===== src/rtl/bus_src_arbiter_pkg.sv =====
// Shared definitions for the bus-source arbiter: default geometry,
// legal-source mask and the FSM state encoding.
package bus_src_arbiter_pkg;

  localparam int          N_SRC_DEF    = 32;
  localparam logic [31:0] SRC_MASK_DEF = 32'h00FF_FFFF;
  localparam int          IDX_W_DEF    = $clog2(N_SRC_DEF);

  typedef enum logic [1:0] {
    ST_IDLE  = 2'd0,
    ST_GRANT = 2'd1,
    ST_DONE  = 2'd2
  } arb_state_e;

endpackage


===== src/rtl/bus_src_arbiter_rr_pick.sv =====
// Round-robin winner select: lowest set bit at or above rr_ptr, otherwise
// wrap around to the lowest set bit overall.
module rr_pick #(
  parameter int N_SRC = 32,
  parameter int IW    = 5
) (
  input  logic [N_SRC-1:0] pending,
  input  logic [IW-1:0]    rr_ptr,
  output logic [IW-1:0]    idx,
  output logic             found
);

  logic          w_hi_found;
  logic [IW-1:0] w_hi_idx;
  logic          w_lo_found;
  logic [IW-1:0] w_lo_idx;

  // Scan downwards so the last hit recorded is the lowest qualifying index.
  always_comb begin
    w_hi_found = 1'b0;
    w_hi_idx   = '0;
    w_lo_found = 1'b0;
    w_lo_idx   = '0;
    for (int i = N_SRC - 1; i >= 0; i--) begin
      if (pending[i]) begin
        w_lo_found = 1'b1;
        w_lo_idx   = IW'(i);
        if (i >= int'(rr_ptr)) begin
          w_hi_found = 1'b1;
          w_hi_idx   = IW'(i);
        end
      end
    end
    found = w_lo_found;
    idx   = w_hi_found ? w_hi_idx : w_lo_idx;
  end

endmodule


===== src/rtl/bus_src_arbiter.sv =====
// Serialises a batch of bus-drive requests into a one-hot-per-cycle grant
// for the bus encoder, round-robin across batches, with a datapath stall.
module bus_src_arbiter
  import bus_src_arbiter_pkg::*;
#(
  parameter int               N_SRC    = N_SRC_DEF,
  parameter logic [N_SRC-1:0] SRC_MASK = SRC_MASK_DEF,
  parameter int               HOLD_CYC = 1
) (
  input  logic             clk,
  input  logic             clr,
  input  logic             req_valid,
  input  logic [N_SRC-1:0] req_mask,
  output logic             req_ready,
  input  logic             hold,
  output logic [N_SRC-1:0] grant,
  output logic             grant_valid,
  output logic             grant_last,
  output logic             batch_done,
  output logic             err_drop
);

  localparam int               IW       = (N_SRC > 1) ? $clog2(N_SRC) : 1;
  localparam int               CNT_W    = (HOLD_CYC > 1) ? $clog2(HOLD_CYC) : 1;
  localparam logic [CNT_W-1:0] CNT_LOAD = CNT_W'(HOLD_CYC - 1);

  arb_state_e       r_state;
  logic [N_SRC-1:0] r_pending;
  logic [IW-1:0]    r_rr_ptr;
  logic [IW-1:0]    r_cur;
  logic [CNT_W-1:0] r_cnt;
  logic [N_SRC-1:0] r_grant;
  logic             r_grant_valid;
  logic             r_grant_last;
  logic             r_batch_done;
  logic             r_err_drop;

  logic [N_SRC-1:0] w_req_legal;
  logic             w_req_bad;
  logic [N_SRC-1:0] w_cur_oh;
  logic [N_SRC-1:0] w_pend_clr;
  logic [IW-1:0]    w_cur_inc;
  logic [N_SRC-1:0] w_pick_pend;
  logic [IW-1:0]    w_pick_ptr;
  logic [IW-1:0]    w_pick_idx;
  logic             w_pick_found;
  logic [N_SRC-1:0] w_pick_oh;

  function automatic logic [N_SRC-1:0] onehot(input logic [IW-1:0] i);
    return {{(N_SRC-1){1'b0}}, 1'b1} << i;
  endfunction

  assign w_req_legal = req_mask & SRC_MASK;
  assign w_req_bad   = |(req_mask & ~SRC_MASK);
  assign w_cur_oh    = onehot(r_cur);
  assign w_pend_clr  = r_pending & ~w_cur_oh;
  assign w_cur_inc   = (r_cur == IW'(N_SRC - 1)) ? '0 : r_cur + IW'(1);

  // One picker serves both the first winner of a new batch and the next
  // winner after a grant retires; the state selects which operands it sees.
  assign w_pick_pend = (r_state == ST_IDLE) ? w_req_legal : w_pend_clr;
  assign w_pick_ptr  = (r_state == ST_IDLE) ? r_rr_ptr    : w_cur_inc;
  assign w_pick_oh   = onehot(w_pick_idx);

  rr_pick #(
    .N_SRC (N_SRC),
    .IW    (IW)
  ) u_rr_pick (
    .pending (w_pick_pend),
    .rr_ptr  (w_pick_ptr),
    .idx     (w_pick_idx),
    .found   (w_pick_found)
  );

  always_ff @(posedge clk or negedge clr) begin
    if (!clr) begin
      r_state       <= ST_IDLE;
      r_pending     <= '0;
      r_rr_ptr      <= '0;
      r_cur         <= '0;
      r_cnt         <= '0;
      r_grant       <= '0;
      r_grant_valid <= 1'b0;
      r_grant_last  <= 1'b0;
      r_batch_done  <= 1'b0;
      r_err_drop    <= 1'b0;
    end else begin
      r_batch_done <= 1'b0;
      r_err_drop   <= 1'b0;
      case (r_state)
        ST_IDLE: begin
          if (req_valid) begin
            r_err_drop <= w_req_bad;
            r_pending  <= w_req_legal;
            if (w_pick_found) begin
              r_state       <= ST_GRANT;
              r_cur         <= w_pick_idx;
              r_grant       <= w_pick_oh;
              r_grant_valid <= 1'b1;
              r_grant_last  <= (w_req_legal == w_pick_oh);
              r_cnt         <= CNT_LOAD;
            end else begin
              r_state      <= ST_DONE;
              r_batch_done <= 1'b1;
            end
          end
        end
        ST_GRANT: begin
          if (!hold) begin
            if (r_cnt != '0) begin
              r_cnt <= r_cnt - CNT_W'(1);
            end else begin
              r_pending <= w_pend_clr;
              r_rr_ptr  <= w_cur_inc;
              if (w_pick_found) begin
                r_cur        <= w_pick_idx;
                r_grant      <= w_pick_oh;
                r_grant_last <= (w_pend_clr == w_pick_oh);
                r_cnt        <= CNT_LOAD;
              end else begin
                r_state       <= ST_DONE;
                r_grant       <= '0;
                r_grant_valid <= 1'b0;
                r_grant_last  <= 1'b0;
                r_batch_done  <= 1'b1;
              end
            end
          end
        end
        ST_DONE: r_state <= ST_IDLE;
        default: r_state <= ST_IDLE;
      endcase
    end
  end

  assign req_ready   = (r_state == ST_IDLE);
  assign grant       = r_grant;
  assign grant_valid = r_grant_valid;
  assign grant_last  = r_grant_last;
  assign batch_done  = r_batch_done;
  assign err_drop    = r_err_drop;

endmodule


===== config.mk =====
export PLATFORM = sky130hd
export DESIGN_NAME = bus_src_arbiter
export DESIGN_NICKNAME = d
export VERILOG_FILES = /design/src/rtl/bus_src_arbiter_pkg.sv /design/src/rtl/bus_src_arbiter_rr_pick.sv /design/src/rtl/bus_src_arbiter.sv
export SDC_FILE = /design/constraint.sdc
export NUM_CORES = 1
export LEC_CHECK = 0
export CORE_MARGIN = 2
export CORE_UTILIZATION = 35
export CTS_BUF_LIST = sky130_fd_sc_hd__clkbuf_2 sky130_fd_sc_hd__clkbuf_4 sky130_fd_sc_hd__clkbuf_8
export DETAILED_ROUTE_END_ITERATION = 6
export SYNTH_ARGS = -nofsm -noshare
export SYNTH_HDL_FRONTEND = slang
export SYNTH_SLANG_ARGS = --single-unit

===== constraint.sdc =====
create_clock -name clk -period 4.6 [get_ports clk]
set_input_delay 1.15 -clock clk [delete_from_list [all_inputs] [get_ports clk]]
set_output_delay 1.15 -clock clk [all_outputs]
set_load 0.1 [all_outputs]

Word level (Yosys, flattened, before mapping)
Cells that the tools add are included.
Storage, ports and cells
  bits in registers: 81
  RAM bits: 0
  bits in latches: 0
  input port bits: 36
  word-level logic and storage cells: 304
  memory bits (read-only): 0
  output and inout bits: 37
  memories: 0
Cells by class
  add/subtract/negate cells: 2
  multiply operators: 0
  shift-type cells: 2
  multiplexer cells: 237
  bitwise operators: 4
  divide/modulo/power cells: 0
  magnitude comparators: 31
  equal/unequal tests: 9
  reductions and logical operators: 9
Operators by type and width (number)
  $mux 5: 101
  $mux 32: 9
  $pmux 32 s2: 2
  $mux 1: 114
  $ge 5x5->1 const A: 15
  $shl 1x5->32 const A: 2
  $ge 4x5->1 const A: 8
  $and 32x32->32: 1
  $eq 24x32->1: 1
  $eq 32x32->1: 1
  $not 32->32: 1
  $ge 3x5->1 const A: 4
  $reduce_and 4->1: 3
  $ge 1x5->1 const A: 2
  $ge 2x5->1 const A: 2
  $mux 2: 5
  $pmux 5 s2: 1
  $ne 2x2->1 const B: 4
  $pmux 1 s2: 4
  $reduce_or 8->1: 1
  $reduce_and 6->1: 1
  $add 5x1->5 const B: 1
  $eq 5x5->1 const B: 1
  $reduce_and 5->1: 1
  other kinds (8): 9

Logic depth before layout (Yosys ltp)
Gate-level depths: netlist (run 1).
  depth in word-level cells: 74
  gate-level depth with buffers: 23
  gate-level depth less buffers: 17

Hierarchy
Synthesis (run 1) repeated with hierarchy kept, for this count alone.
Second synthesis, totals
  cells, all modules: 930
  area, all modules: 6836.6 µm²
Modules (own cells, without submodules)
  bus_src_arbiter: seq. area each 2001.9 µm², cells an instance 711, instances 1, area each 5522.8 µm²
  rr_pick: seq. area each 0.0 µm², cells an instance 219, instances 1, area each 1313.8 µm²

Least setup slack after synthesis (run 1)
No wires, ideal clock.
  kind: register -> register
  start: reg r_cur[3]
  end: reg r_grant_last, in the netlist grant_last
  stages on the path, launching flop included: 22
  setup time: 0.066 ns
  data arrival time: 4.514 ns
  path buffers: 6
  data required time: 4.534 ns
  slack: 0.020 ns
  period minus slack after synthesis: 4.580 ns
  cell sequence: dfrtp_1 -> buf_2 -> buf_4 -> buf_6 -> and3_1 -> ha_1 -> or2_2 -> nand3b_1 -> and3_1 -> buf_2 -> o311ai_4 -> o311a_1 -> nand3_1 -> buf_2 -> or3_4 -> o31ai_4 -> o21ai_2 -> buf_4 -> o32a_1 -> a2111o_1 -> nor3_2 -> a31o_1
Between the ends
  longest elaborated chain between the ends: 74
  elaborated cells on any way between the ends: 239
  classes of those cells: add/sub (1); order compare (31); eq/ne (4); shift (2); mux (198); bitwise (2); reduce/logical (1)
Ends and longest elaborated chain
  start, declared: RTL line bus_src_arbiter.sv:30  | logic [IW-1:0] r_cur;
  start signal, assigned: RTL line bus_src_arbiter.sv:97  | r_cur <= w_pick_idx;
  start signal, assigned: RTL line bus_src_arbiter.sv:116  | r_cur <= w_pick_idx;
  parallel branches: the longest is 74 deep, another holds $add 5x1->5
  end signal, assigned: RTL line bus_src_arbiter.sv:100  | r_grant_last <= (w_req_legal == w_pick_oh);
  end signal, assigned: RTL line bus_src_arbiter.sv:118  | r_grant_last <= (w_pend_clr == w_pick_oh);
  end, declared: RTL line bus_src_arbiter.sv:34  | logic r_grant_last;
Parallel ways; which one is timed is not known. The select of a mux whose other input is x is not followed.
A chain may end at the register's enable or synchronous reset.

Worst setup path after layout (run 1)
  start: reg r_cur[0]
  end: reg r_grant_last, in the netlist grant_last
The elaborated chain is that of the path after synthesis.

==> results of run 1 <==
Yosys cell counts (9+ instances only):
library cell	number	share of area, %
a21oi_1	90	5.8
o21ai_0	71	4.6
nand4_1	19	1.5
dfrtp_1	80	26
nand2_1	120	5.8
clkbuf_1	41	2.0
a22o_1	11	1.2
a22oi_1	9	0.87
nand2b_1	12	0.97
a31o_2	10	1.1
and2_1	10	0.81
mux2i_1	10	1.3
nand3_1	26	1.7
buf_2	20	1.3
a211oi_1	13	1.3
o21a_1	12	1.2
o21ai_1	14	0.91
inv_1	12	0.58
o31ai_1	11	1.1
o211ai_1	17	1.7
nor3_1	33	2.1
a31oi_1	33	2.7
nor4_1	20	1.6
nor2_1	97	4.7
state kept, by name (all words and copies together) (netlist names):
name         flops
batch_done       1
err_drop         1
grant           32
grant_last       1
grant_valid      1
r_cur            5
r_pending       32
r_rr_ptr         5
r_state          2
path summary, 6_finish.rpt:
check | start | endpoint | slack (ns) | cells after the start
setup / recovery | r_cur[0]$_DFFE_PN0P_ | grant_last$_DFFE_PN0P_ | -0.08 | 21
hold / removal | grant[31]$_DFFE_PN0P_ | grant[31]$_DFFE_PN0P_ | 0.49 | 2
setup reg to reg | r_cur[0]$_DFFE_PN0P_ | grant_last$_DFFE_PN0P_ | -0.08 | 21
hold reg to reg | grant[31]$_DFFE_PN0P_ | grant[31]$_DFFE_PN0P_ | 0.49 | 2
max in group asynchronous | clr | r_pending[12]$_DFFE_PN0P_ | 2.92 | 1
min in group asynchronous | clr | r_cur[0]$_DFFE_PN0P_ | 0.95 | 1
power by group through the flow:
stage / clock network, uW / registers (uW) / logic, uW
final: 710 / 957 / 8480
after global routing: 748 / 974 / 8840
after CTS: 725 / 951 / 8100
after detailed placement: 0 / 959 / 7080
after global placement: 0 / 955 / 7120
after floorplan: 0 / 1140 / 3090
critical path: stages (launching register included):
cell	delay (ns)
dfrtp_1	0.40
ha_2	0.20
and3_4	0.19
ha_4	0.21
nand2b_4	0.16
or3_4	0.34
and3_4	0.24
a31o_1	0.27
buf_6	0.13
a211oi_4	0.20
buf_4	0.15
buf_4	0.11
o211ai_1	0.08
buf_4	0.16
a21oi_2	0.19
mux2_2	0.37
a21oi_1	0.15
o21ai_1	0.11
a32o_1	0.21
a2111o_1	0.33
nor3_4	0.24
a31o_1	0.17
cell type report:
cell class | count | area (sq um)
Antenna cell | 1 | 2.502
Clock buffer | 10 | 131.4
Clock inverter | 6 | 115.1
Fill cell | 2059 | 9134
Inverter | 13 | 55.05
Multi-Input combinational cell | 852 | 5978
Sequential cell | 80 | 2002
Tap cell | 280 | 350.3
Timing Repair Buffer | 483 | 3988
cell families after synthesis:
logic type,share of synthesized area (%)
adder cells (fa/ha/maj),1.134
multiplexers,2.673
AO/OA/AOI/OAI,37.06
AND/OR/NAND/NOR,27.11
buffers and inverters,5.653
flip-flops,25.92
XOR/XNOR,0.4536
through the flow:
step,instance area (sq um),cells,power [uW]
global placement,11290,1670,8070
floorplan,7725,1024,4230
CTS,12500,1721,9771
global route,12620,1724,10560
finish,12620,1725,10140
detailed placement,11290,1670,8037
repair_timing:
action | in CTS | in global routing
endpoints found under the setup margin | 10 | 1
resized for setup | 144 | 21
cloned | 1 | 0
pin swaps | 52 | 10
setup buffers | 37 | 3
endpoints found under the hold margin | 0 | 0
layer usage:
layer	up-vias	track usage (%)
met1	5254	50.33
met3	142	7.509
met5	-	0
met2	625	57.93
li1	4801	-
met4	0	18.69
==> summary.md, run 1 <==
| Metric | Value |
|---|---|
| Net Sw Power | slightly above 5000 uW |
| DR iter-0 viols | between 1000 and 1500 |
| Post-DR vias/cell | 6.274 |
| Met3 routed WL | roughly 4400 um |
| Pleak | about 0.0052 uW |
| HP Class | flop to flop |
| Ys flop type | dfrtp_1 |
| Max-cap violations | 0 |
| Final core occ | approximately 58% |
| Clk buf depth | 2 |
| Hold bufs inserted after CTS | 0 |
| H-tree depth | 3 |
| Cell Pwr Density | 803.6 nW/um^2 |
| Die W | between 150 and 200 um |
| CTS tree | yes |
| Share of post-route cells with drive strength above 1 | around two fifths |
| Clock sinks | 80 |
| DP Worst Slack | -1.027 ns |
| CTS Buf Count | 9 |
| Vias | approximately 11000 |
| RSZ-0062 raised after global routing | yes |
| First-pass GRT wire length | approximately 66000 um |
| Failing checks | DRC, setup timing |
| Drt wl/cell | between 20 and 30 um |
| CTS Root Buffer Type | clkbuf_8 |
| Synth Warn # | 0 |
| Tightest Pin Transition | 1.112 ns |
| GRT Total Usage | a little under two fifths |
| Detail Placement HPWL | ~35000 um |
| CP Class | flop to flop |
| Initial Utilization | a little over a third |
| Post-synth ARST share | 100.0% |
| Post-synthesis sequential area ratio | about 26% |
| Syn_area_per_cell | ~7.5 sq um |
| CP arrival | roughly 5.0 ns |
| Core Region | between 20000 and 25000 sq um |
| Vias in the first global route | between 10000 and 15000 |
| Status | complete, but fails checks |
| Final worst slack | -0.08070 ns |
| Commonest non-fill, non-tap cell in the layout | buf_4 |
| Worst-Skew Late Latency | 0.40 ns |
| Area Overhead vs Synth | 63.39% |
| Synth Net Count | 1067 |
| Register share of total power | under 10% |
| Pin count of the biggest net entering global routing | between 80 and 90 |
| Critical Path Sink Type | flop |
| Met2 WL | 19560 um |
| Post-Syn Area | slightly below 8000 sq um |
| Wire length on met1 | roughly 18000 um |
| Initial antenna violation count | 1 |
| RePlAce Congestion | roughly 1.1 |
| Setup Viol. Count Final | 1 |
| Period minus WS final | 4.681 ns |
| Flip-flop and latch count after synthesis | 80 |
| Die area | around 23000 sq um |
| Final Hold Fails | 0 |
| Post-layout net count | 1482 |
| Max Clk Rate | 213.6 MHz |
| Final Skew | ~0.016 ns |
| Post-synth EDFFs | 0 |
| Maximum vdd drop | around 0.0005 V |
| Routed Wire Length | between 40000 and 50000 um |
| Top-level I/O count | between 70 and 80 |
| Comb pwr share | around 84% |
| Antenna Violating Nets Remaining | 0 |
| Clk network pwr share | under 10% |
| IO buf count | between 70 and 80 |
| Worst-path clk slew | around 0.1 ns |
| Top layer in use | met4 |
| CP startpoint kind | flop |
| Mapped Cells | between 1000 and 1500 |
| Unique masters post-synth | 96 |
| Worst slew margin | about a quarter |
| Setup TNS | -0.08070 ns |
| Die Y-Extent | ~150 um |
| Switching share of power | between 50% and 60% |
| Grt ovf | 0 |
| CP max FO | 8 |
| Critical Path RT | just under 5 ns |
| DRC | 24 |
| Most frequent cells in the layout | 381 x buf_4, 116 x nand2_1, 88 x nor2_1, 86 x a21oi_1, 80 x dfrtp_1 |
| Core Rows | 54 |
| Max Slew Vio Count | 0 |
| Fin crit share | 101.8% |
| DRT Pass-1 Iters | 7 |
| P_int | ~5000 uW |
| Hold WS | roughly 0.49 ns |
Power figures use the tool's default switching activity.
==> run 2: changes to the inputs <==
--- a/config.mk
+++ b/config.mk
@@ -6,9 +6,10 @@
 export NUM_CORES = 1
 export LEC_CHECK = 0
 export CORE_MARGIN = 2
-export CORE_UTILIZATION = 35
+export CORE_UTILIZATION = 44
 export CTS_BUF_LIST = sky130_fd_sc_hd__clkbuf_2 sky130_fd_sc_hd__clkbuf_4 sky130_fd_sc_hd__clkbuf_8
 export DETAILED_ROUTE_END_ITERATION = 6
+export PLACE_DENSITY = 0.66
 export SYNTH_ARGS = -nofsm -noshare
 export SYNTH_HDL_FRONTEND = slang
 export SYNTH_SLANG_ARGS = --single-unit
==> run 2 against run 1 <==
The flow still finishes with violations (DRC, setup timing). Worst hold slack worse by 0.00060 ns. Total power up 3.7%. Core utilization rose by 14 points. Largest power group unchanged. Global-route usage up 9.7 points. Highest routed layer unchanged.
==> summary.md, run 2 (synthesis gave the netlist of run 1 again) <==
| Metric | Value |
|---|---|
| Critical path, cell by cell | ha_2 > and3_4 > ha_4 > buf_6 > nor2_4 > mux2_4 > buf_4 > a2111o_1 > nand2_1 > o41ai_2 > buf_4 > nand3_1 > buf_4 > or3_4 > o31a_1 > buf_6 > nor4_4 > buf_4 > xor2_2 > a211oi_2 > nand4_1 > o21ai_1 > a31o_1 |
| Final worst slack | -0.2566 ns (-0.1759 ns) |
| Hold WS | 0.4855 ns (-0.0006010 ns) |
| Critical Path Sink Type | flop |
| CTS Buf Count | 9 (unchanged) |
| Pin count of the biggest net entering global routing | 59 (-27%) |
| Cell area after layout | 12360 sq um (-2.1%) |
| Fin crit share | 105.6% (+3.8 points) |
| First-pass GRT wire length | 64610 um (-2.3%) |
| Area Overhead vs Synth | 60.04% |
| Die Y-Extent | 136.5 um (-11%) |
| Buf+Inv Stages, Crit Path | 6 (+2) |
| DRC | 2 (-92%) |
| Drt wl/cell | 26.50 um (+2.2%) |
| Initial antenna violation count | 2 (+1) |
| Commonest non-fill, non-tap cell in the layout | buf_4 |
| Period minus WS final | 4.857 ns (+0.1759 ns) |
| GRT Total Usage | 47.33% (+9.7 points) |
| Die W | 136.5 um (-11%) |
| Setup Viol. Count Final | 1 (unchanged) |
| CTS Root Buffer Type | clkbuf_8 |
| DRT Pass-1 Iters | 7 (unchanged) |
| Max incr delay on CP | 0.42 ns (+0.02 ns) |
| Pleak | 0.005275 uW (+0.55%) |
| RePlAce Congestion | 1.126 (+3.8%) |
| Top-level I/O count | 73 (unchanged) |
| Cell family contributing the most delay on the critical path | simple AND/OR/NAND/NOR gates |
| Post-layout net count | 1492 (+0.67%) |
| Initial Utilization | 44.82% (+9.3 points) |
| Ant diodes | 0 (-1) |
| Share of post-route cells with drive strength above 1 | 38.82% (-1.1 points) |
| Final Skew | 0.02349 ns (+0.007060 ns) |
| CP most frequent cell | buf_4 |
| CP max FO | 7 (-1) |
| Tightest Pin Transition | 1.092 ns (-0.01968 ns) |
| Vias | 11190 (+3.4%) |
| Critical Path RT | 4.93 ns (about the same) |
| Grt ovf | 0 (unchanged) |
| HP Class | flop to flop |
| Clock sinks | 80 (unchanged) |
| Clk buf depth | 2 (unchanged) |
| Antenna Violating Nets Remaining | 0 (unchanged) |
| CP arrival | 5.19 ns (+0.18 ns) |
| Post-DR vias/cell | 6.668 (+6.3%) |
| Failing checks | DRC, setup timing |
| Worst-path clk slew | 0.10 ns (about the same) |
| DR iter-0 viols | 1702 (+38%) |
| Core Rows | 48 (-11%) |
| Core Region | 17240 sq um (-21%) |
| Die area | 18630 sq um (-20%) |
| Total power | 10520 uW (+3.7%) |
| Max Clk Rate | 205.9 MHz (-3.6%) |
| CP startpoint kind | flop |
| Dpl cell area | 11290 sq um (about the same) |
| Detail Placement HPWL | 34240 um (-2.7%) |
| CTS tree | yes |
| Vias in the first global route | 10550 (+0.29%) |
| CP Class | flop to flop |
| Maximum vdd drop | 0.0006131 V (+24%) |
| RSZ-0062 raised after global routing | yes |
| Final Hold Fails | 0 (unchanged) |
| Routed Wire Length | 44470 um (-0.56%) |
| Slowest CP cell | or3_4 |
| Max Slew Vio Count | 0 (unchanged) |
| IO buf count | 72 (unchanged) |
| Status | complete, but fails checks |
| H-tree depth | 3 (unchanged) |
| Max-cap violations | 0 (unchanged) |
| Worst slew margin | 27.20% (+1.3 points) |
| Worst-Skew Late Latency | 0.40 ns (about the same) |
| Cell Pwr Density | 851.0 nW/um^2 (+5.9%) |
| Most frequent cells in the layout | 403 x buf_4, 116 x nand2_1, 89 x nor2_1, 86 x a21oi_1, 80 x dfrtp_1 |
[run 2: layout make-up]
class	count	area (sq um)
flip-flops and latches	80	2002
clock buffers	10	131.4
multi-input cells	854	5788
inverters	13	51.30
well taps	225	281.5
fillers	1416	4873
clock inverters	5	128.9
repair buffers	491	3980
[run 2: per-stage QoR]
stage	setup TNS, ns	setup WS [ns]	std cells	util (%)
global route	-0.4341	-0.4014	1678	71.73
global placement	-7.153	-1.102	1621	65.48
detailed placement	-7.912	-1.090	1621	65.48
finish	-0.2566	-0.2566	1678	71.73
CTS	-0.09530	-0.09530	1670	70.58
floorplan	0	0.02010	1024	-
[run 2: worst register-to-register path, cell delays in order (launching register included)]
cell and delay, ns:
dfrtp_1 0.39, ha_2 0.21, and3_4 0.16, ha_4 0.19, buf_6 0.14, nor2_4 0.14
mux2_4 0.29, buf_4 0.15, a2111o_1 0.16, nand2_1 0.12, o41ai_2 0.36, buf_4 0.19
nand3_1 0.06, buf_4 0.18, or3_4 0.42, o31a_1 0.22, buf_6 0.18, nor4_4 0.29
buf_4 0.18, xor2_2 0.07, a211oi_2 0.32, nand4_1 0.15, o21ai_1 0.15, a31o_1 0.11
[run 2: power breakdown]
part	internal, uW	switching [uW]
Clock	421	318
Combinational	4080	4740
Sequential	842	124
[run 2: metal layers]
| layer | track usage, % | part of all wire, % | vias to the layer above |
|---|---|---|---|
| li1 | - | - | 4837 |
| met1 | 56.47 | 36 | 5127 |
| met4 | 36.00 | 9.9 | 0 |
| met2 | 71.67 | 42 | 926 |
| met3 | 13.70 | 12 | 299 |
| met5 | 0 | 0 | - |
[run 2: final timing paths]
check	slack, ns	endpoint	startpoint	cells after the start
worst max-delay path	-0.26	grant_last$_DFFE_PN0P_	r_cur[0]$_DFFE_PN0P_	23
worst min-delay path	0.49	grant[28]$_DFFE_PN0P_	grant[28]$_DFFE_PN0P_	2
worst max register to register	-0.26	grant_last$_DFFE_PN0P_	r_cur[0]$_DFFE_PN0P_	23
worst min register to register	0.49	grant[28]$_DFFE_PN0P_	grant[28]$_DFFE_PN0P_	2
max in group asynchronous	2.90	r_pending[30]$_DFFE_PN0P_	clr	2
min in group asynchronous	0.80	grant[20]$_DFFE_PN0P_	clr	1
[run 2: what timing repair did]
action | 4_1_cts | 5_1_grt
buffers inserted | 31 | 8
pin swaps | 41 | 32
cloned | 3 | 0
endpoints found under the setup margin | 19 | 4
resized for setup | 85 | 26
endpoints found under the hold margin | 0 | 0
hold buffers | 0 | 0
